### config.mk
export PLATFORM = sky130hd
export DESIGN_NAME = memory_read_guard
export DESIGN_NICKNAME = d
export VERILOG_FILES = /design/src/rtl/memory_read_guard.sv
export SDC_FILE = /design/constraint.sdc
export NUM_CORES = 1
export LEC_CHECK = 0
export ABC_AREA = 0
export CORE_MARGIN = 4
export CORE_UTILIZATION = 55
export CTS_BUF_LIST = sky130_fd_sc_hd__clkbuf_8
export DETAILED_ROUTE_END_ITERATION = 10
export MAX_ROUTING_LAYER = met4
export PLACE_DENSITY = 0.93
export SYNTH_ARGS = -nofsm -noshare
export SYNTH_HDL_FRONTEND = slang
export SYNTH_SLANG_ARGS = --single-unit
### constraint.sdc
create_clock -name clk -period 2.12 [get_ports clk]
set_clock_uncertainty 0.15 [all_clocks]
set_input_delay 0.318 -clock clk [delete_from_list [all_inputs] [get_ports clk]]
set_output_delay 0.318 -clock clk [all_outputs]
set_load 0.03 [all_outputs]
### src/rtl/memory_read_guard.sv
// memory_read_guard
// -----------------------------------------------------------------------------
// Access-control front end for the memory read path. Up to four requesters
// issue reads tagged with a 2-bit module ID. Each request is checked against
// two authorized regions (module ID + addr[3:2] tag) and the per-ID lock bit.
// Authorized reads go to memory through a req/ack handshake. Denied reads are
// blocked, raise an alert and count toward a per-ID lockout. Memory that does
// not answer within MEM_TIMEOUT cycles ends the read with timeout_err.
//
// Every output is registered. It reflects the state of the previous cycle, so
// a denied read completes in the cycle after the second edge following the
// request sample.
//
// Ports:
//   clk, rst_n           clock, asynchronous active-low reset
//   rd_req/rd_addr/rd_module_id   requester side request
//   rd_ack/rd_denied/rd_data      requester side completion (one-cycle)
//   mem_req/mem_addr/mem_ack/mem_data  memory read port handshake
//   alert/alert_module_id/alert_addr   unauthorized-read report
//   timeout_err          one-cycle pulse when memory did not respond
//   lock_status          per-module-ID lock bits
//   lock_clear           synchronous clear of all lock bits and counters
//
// Build option:
//   STICKY_ALERT_EN  defined: alert and its ID/address hold the first
//                    violation until lock_clear.
//                    undefined (default): alert is a one-cycle pulse.
// -----------------------------------------------------------------------------
module memory_read_guard #(
  parameter logic [1:0]  REGION0_ID     = 2'b01,
  parameter logic [1:0]  REGION0_TAG    = 2'b10,
  parameter logic [1:0]  REGION1_ID     = 2'b10,
  parameter logic [1:0]  REGION1_TAG    = 2'b11,
  parameter int unsigned LOCK_THRESHOLD = 3,
  parameter int unsigned MEM_TIMEOUT    = 15
) (
  input  logic       clk,
  input  logic       rst_n,
  input  logic       rd_req,
  input  logic [3:0] rd_addr,
  input  logic [1:0] rd_module_id,
  output logic       rd_ack,
  output logic       rd_denied,
  output logic [3:0] rd_data,
  output logic       mem_req,
  output logic [3:0] mem_addr,
  input  logic       mem_ack,
  input  logic [3:0] mem_data,
  output logic       alert,
  output logic [1:0] alert_module_id,
  output logic [3:0] alert_addr,
  output logic       timeout_err,
  output logic [3:0] lock_status,
  input  logic       lock_clear
);

  localparam logic [2:0] IDLE     = 3'd0;
  localparam logic [2:0] CHECK    = 3'd1;
  localparam logic [2:0] MEM_WAIT = 3'd2;
  localparam logic [2:0] RESPOND  = 3'd3;
  localparam logic [2:0] BLOCK    = 3'd4;
  localparam logic [2:0] TMO      = 3'd5;

  localparam logic [7:0] TMO_LIMIT  = 8'(MEM_TIMEOUT);
  localparam logic [1:0] LOCK_LIMIT = 2'(LOCK_THRESHOLD);

  // Region table lookup; lock bits are applied separately.
  function automatic logic region_ok(input logic [1:0] id, input logic [1:0] tag);
    region_ok = ((id == REGION0_ID) && (tag == REGION0_TAG)) ||
                ((id == REGION1_ID) && (tag == REGION1_TAG));
  endfunction

  logic [2:0]      state_q, state_d;
  logic [3:0]      addr_q, addr_d;
  logic [1:0]      id_q, id_d;
  logic [3:0]      data_q, data_d;
  logic [7:0]      timer_q, timer_d;
  logic [3:0][1:0] cnt_q, cnt_d;
  logic [3:0]      lock_q, lock_d;
  logic [1:0]      cnt_inc_s;

  logic       rd_ack_q, rd_ack_d;
  logic       rd_denied_q, rd_denied_d;
  logic [3:0] rd_data_q, rd_data_d;
  logic       mem_req_q, mem_req_d;
  logic [3:0] mem_addr_q, mem_addr_d;
  logic       alert_q, alert_d;
  logic [1:0] alert_id_q, alert_id_d;
  logic [3:0] alert_addr_q, alert_addr_d;
  logic       tmo_err_q, tmo_err_d;

  // Transaction FSM: next state, request latches, memory data and wait timer.
  always_comb begin
    state_d = state_q;
    addr_d  = addr_q;
    id_d    = id_q;
    data_d  = data_q;
    timer_d = timer_q;
    case (state_q)
      IDLE: begin
        if (rd_req) begin
          addr_d  = rd_addr;
          id_d    = rd_module_id;
          state_d = CHECK;
        end else begin
          state_d = IDLE;
        end
      end
      CHECK: begin
        if (region_ok(id_q, addr_q[3:2]) && !lock_q[id_q]) begin
          timer_d = 8'd0;
          state_d = MEM_WAIT;
        end else begin
          state_d = BLOCK;
        end
      end
      MEM_WAIT: begin
        if (mem_ack) begin
          data_d  = mem_data;
          state_d = RESPOND;
        end else begin
          // timer counts completed unanswered cycles; the limit-th one ends the wait
          timer_d = timer_q + 8'd1;
          if (timer_d == TMO_LIMIT) begin
            state_d = TMO;
          end else begin
            state_d = MEM_WAIT;
          end
        end
      end
      RESPOND: state_d = IDLE;
      BLOCK:   state_d = IDLE;
      TMO:     state_d = IDLE;
      default: state_d = IDLE;
    endcase
  end

  // Violation counters and lock bits; lock_clear takes priority over a BLOCK update.
  always_comb begin
    cnt_d     = cnt_q;
    lock_d    = lock_q;
    cnt_inc_s = 2'd0;
    if (lock_clear) begin
      cnt_d  = '0;
      lock_d = 4'b0000;
    end else if (state_q == BLOCK) begin
      cnt_inc_s   = (cnt_q[id_q] == 2'd3) ? 2'd3 : (cnt_q[id_q] + 2'd1);
      cnt_d[id_q] = cnt_inc_s;
      if (cnt_inc_s >= LOCK_LIMIT) begin
        lock_d[id_q] = 1'b1;
      end else begin
        lock_d[id_q] = lock_q[id_q];
      end
    end else begin
      cnt_d  = cnt_q;
      lock_d = lock_q;
    end
  end

  // Registered output values derived from the current state.
  always_comb begin
    rd_ack_d    = (state_q == RESPOND) || (state_q == BLOCK) || (state_q == TMO);
    rd_denied_d = (state_q == BLOCK) || (state_q == TMO);
    rd_data_d   = (state_q == RESPOND) ? data_q : 4'h0;
    tmo_err_d   = (state_q == TMO);
    // mem_req is aligned with the MEM_WAIT state itself
    mem_req_d   = (state_d == MEM_WAIT);
    mem_addr_d  = mem_req_d ? addr_d : 4'h0;
`ifdef STICKY_ALERT_EN
    alert_d      = alert_q;
    alert_id_d   = alert_id_q;
    alert_addr_d = alert_addr_q;
    if (lock_clear) begin
      alert_d      = 1'b0;
      alert_id_d   = 2'd0;
      alert_addr_d = 4'h0;
    end else if ((state_q == BLOCK) && !alert_q) begin
      alert_d      = 1'b1;
      alert_id_d   = id_q;
      alert_addr_d = addr_q;
    end else begin
      alert_d      = alert_q;
    end
`else
    alert_d      = (state_q == BLOCK);
    alert_id_d   = (state_q == BLOCK) ? id_q : 2'd0;
    alert_addr_d = (state_q == BLOCK) ? addr_q : 4'h0;
`endif
  end

  // State, latches, counters and output registers.
  always_ff @(posedge clk or negedge rst_n) begin
    if (!rst_n) begin
      state_q      <= IDLE;
      addr_q       <= 4'h0;
      id_q         <= 2'd0;
      data_q       <= 4'h0;
      timer_q      <= 8'd0;
      cnt_q        <= '0;
      lock_q       <= 4'b0000;
      rd_ack_q     <= 1'b0;
      rd_denied_q  <= 1'b0;
      rd_data_q    <= 4'h0;
      mem_req_q    <= 1'b0;
      mem_addr_q   <= 4'h0;
      alert_q      <= 1'b0;
      alert_id_q   <= 2'd0;
      alert_addr_q <= 4'h0;
      tmo_err_q    <= 1'b0;
    end else begin
      state_q      <= state_d;
      addr_q       <= addr_d;
      id_q         <= id_d;
      data_q       <= data_d;
      timer_q      <= timer_d;
      cnt_q        <= cnt_d;
      lock_q       <= lock_d;
      rd_ack_q     <= rd_ack_d;
      rd_denied_q  <= rd_denied_d;
      rd_data_q    <= rd_data_d;
      mem_req_q    <= mem_req_d;
      mem_addr_q   <= mem_addr_d;
      alert_q      <= alert_d;
      alert_id_q   <= alert_id_d;
      alert_addr_q <= alert_addr_d;
      tmo_err_q    <= tmo_err_d;
    end
  end

  assign rd_ack          = rd_ack_q;
  assign rd_denied       = rd_denied_q;
  assign rd_data         = rd_data_q;
  assign mem_req         = mem_req_q;
  assign mem_addr        = mem_addr_q;
  assign alert           = alert_q;
  assign alert_module_id = alert_id_q;
  assign alert_addr      = alert_addr_q;
  assign timeout_err     = tmo_err_q;
  assign lock_status     = lock_q;

endmodule

==> results.ini <==
[run_status]
outcome = finished, final reports clean

[clocking]
clock_latency_ns = 0.30
clk_pin_slew_ns = 0.09
cts_setup_buffers = 0
clockBufferDepth = 2
ctsHtreeMaxLevel = 2
cts.sinks = 52
clockRootBuffer = clkbuf_8
cts_tree = built
cts_made_buffers = 5

[logic_synthesis]
synth_edf_count = 0
yosysWarnings = 0
ys_types = 45
synth_top_area_frac = 0.553
synthFlopType = dfrtp_1
yosys-top-cells-area = dfrtp_1, mux2_2, nor2_1
synth-seq-area-share = 0.553
async_reset_ff_frac = 1.00
synth_simple_gate_area_frac = 0.182
synth_xor_area_frac = 0.00744
synth_seq_cells = 52
synth-compound-area-share = 0.127
netlist_instances = 212
synth.cell_area_sq_um = 2350
synth_top_family_by_area = simple AND/OR/NAND/NOR gates
syn_area_per_cell_sq_um = 11.1
synthAdderAreaFrac = 0.0106
synthesis.nets = 229
synth.area.mux_share = 0.0867
synth_top_area_cell = dfrtp_1

[sta]
hold_viol = 0
setup_violations = 0
max_freq_ghz = 0.511
period_share = 0.923
tightestPinTransition_ns = 0.553
slew_headroom = 0.627
fin_crit_ns = 1.96
rsz0062_at_grt = false
slew_viol_final = 0
tns_ns = 0

[placed_design]
dp_hpwl_mm = 3.36
port_buffers = 37
gp_congestion = 0.931

[routing]
dr.pass1.iters = 4
wire_per_inst_um = 15.0
wirelength_mm = 4.61
dr_total_vias = 1728
drc = 0
detail-route-antenna-nets = 0
viasPerCell = 5.61
drtIter0Drc = 107

[grt]
grt_usage = 0.201
grt_pass1_wl_mm = 8.03
grt_start_max_net_pins = 24
grt.overflow.total = 0
antenna_found_initial = 0
grt_pass1_vias = 1774

[worst_hold_path]
holdCritPathClass = primary input to async pin

[floorplan]
die_w_um = 73.4
core_sq_um = 4060
ios = 38
fp.dieH_um = 73.4
start_util = 0.580
num_rows = 23
die_area_sq_um = 5390

[layout]
nFillCells = 276
final_common_cell = dfrtp_1
final_nets = 274
drive_gt1_frac = 0.147
syn2layout_area_growth_pct = 24.3
diodes = 0
mostFrequentLayoutCells = dfrtp_1, clkdlybuf4s50_1, nor2_1, nand2_1

[pwr]
power_mw = 3.70
leakagePower_nw = 1.30
powerDensity_nw_per_um2 = 1260
ir_drop_mv = 0.656

[critical_path]
worstPathArrival_ns = 2.02
cp-start-kind = flip-flop
endpoint_kind = flip-flop
r2r_start = id_q[0]
worstSetupStartpoint = id_q[0]
critical_path.endpoint = mem_addr[3]
crit_fanout = 10
crit_type = flip-flop to flip-flop
reg2reg_slack_ns = 0.16
timing.rr.end = mem_addr[3]
cp.required_ns = 2.19
reg2reg_depth = 4

[job]
drv_cap = 0

[worst min-delay path by stage]
| stage | endpoint | depth (start not counted) | slack [ns] |
|---|---|---|---|
| 3_3_place_gp | rd_data[2] | 1 | 0.08 |
| 2_1_floorplan | addr_q[0] | 0 | -0.13 |
| 6_report | timer_q[5] | 2 | 0.30 |
| 4_1_cts | timer_q[5] | 2 | 0.29 |
| 3_5_place_dp | rd_data[2] | 1 | 0.08 |
| 5_1_grt | rd_data[2] | 2 | 0.32 |
[kinds of logic after synthesis]
family,after synthesis
buffers and inverters,16
adders and majority gates,2
and+or+nand+nor,81
xor gates and xnor gates,2
muxes,16
DFF,52
AOI/OAI and AO/OA,43
[critical path, stage by stage (launching register included)]
cell	delay, ns
dfrtp_1	0.50
nor4bb_1	0.36
o2111ai_1	0.24
or3_4	0.41
a21boi_0	0.22
[layout make-up]
cell class | count | area [sq um] | area share
repair buffers | 50 | 465 | 0.159
flip-flops and latches | 52 | 1300 | 0.445
clock buffers | 5 | 68.8 | 0.0235
multi-input cells | 144 | 973 | 0.333
inverters | 4 | 15.0 | 0.00513
well taps | 50 | 62.6 | 0.0214
clock inverters | 3 | 38.8 | 0.0133
[report_power, final]
group / switching (mW) / internal [mW] / total [mW]
Clock: 0.308 / 0.346 / 0.653
Sequential: 0.306 / 1.28 / 1.59
Combinational: 0.746 / 0.710 / 1.46
Total: 1.36 / 2.34 / 3.70
[cells in the mapped netlist, drive strengths merged, types with 2 or more instances]
cell type	count
inv	4
a211oi	8
nand3	3
mux4	2
or2	2
o2111ai	2
a22oi	2
mux2i	2
and2	11
and3b	2
nor2	25
nor2b	4
xor2	2
dfrtp	52
a21boi	4
mux2	12
or3	2
a21oi	7
nand2	14
nor3	6
clkbuf	5
nor3b	3
ha	2
o211ai	7
buf	7
nand2b	2
o21ai	8
[registers in the layout, summed over array words and instances, names as in the netlist]
register and flops:
addr_q 4, alert 1, alert_addr 4, alert_module_id 2, cnt_q 8, data_q 4, id_q 2, lock_status 4
mem_addr 4, mem_req 1, rd_ack 1, rd_data 4, rd_denied 1, state_q 3, timeout_err 1, timer_q 8
[metrics by stage]
| step | util | hold WS (ns) | cells | cell area, sq um | setup slack [ns] |
|---|---|---|---|---|---|
| final | 0.721 | 0.299 | 308 | 2930 | 0.164 |
| after global routing | 0.721 | 0.317 | 308 | 2930 | 0.0359 |
| after CTS | 0.721 | 0.288 | 308 | 2930 | 0.149 |
| after detailed placement | 0.692 | 0.0812 | 299 | 2810 | 0.118 |
| after global placement | 0.692 | 0.0802 | 299 | 2810 | 0.169 |
| after floorplan | - | -0.128 | 212 | 2350 | 0.307 |
[metal layers]
metal,GRT usage,vias to the layer above,part of all wire
li1,-,842,-
met1,0.257,838,0.43
met3,0.0410,6,0.045
met5,-,-,0
met2,0.321,42,0.51
met4,0.0684,0,0.015
[repair_timing]
action | CTS | global route
gates resized for setup | 0 | 0
endpoints found under the hold margin | 13 | 0
hold buffers | 1 | 0
(Power assumes the default switching activity.)
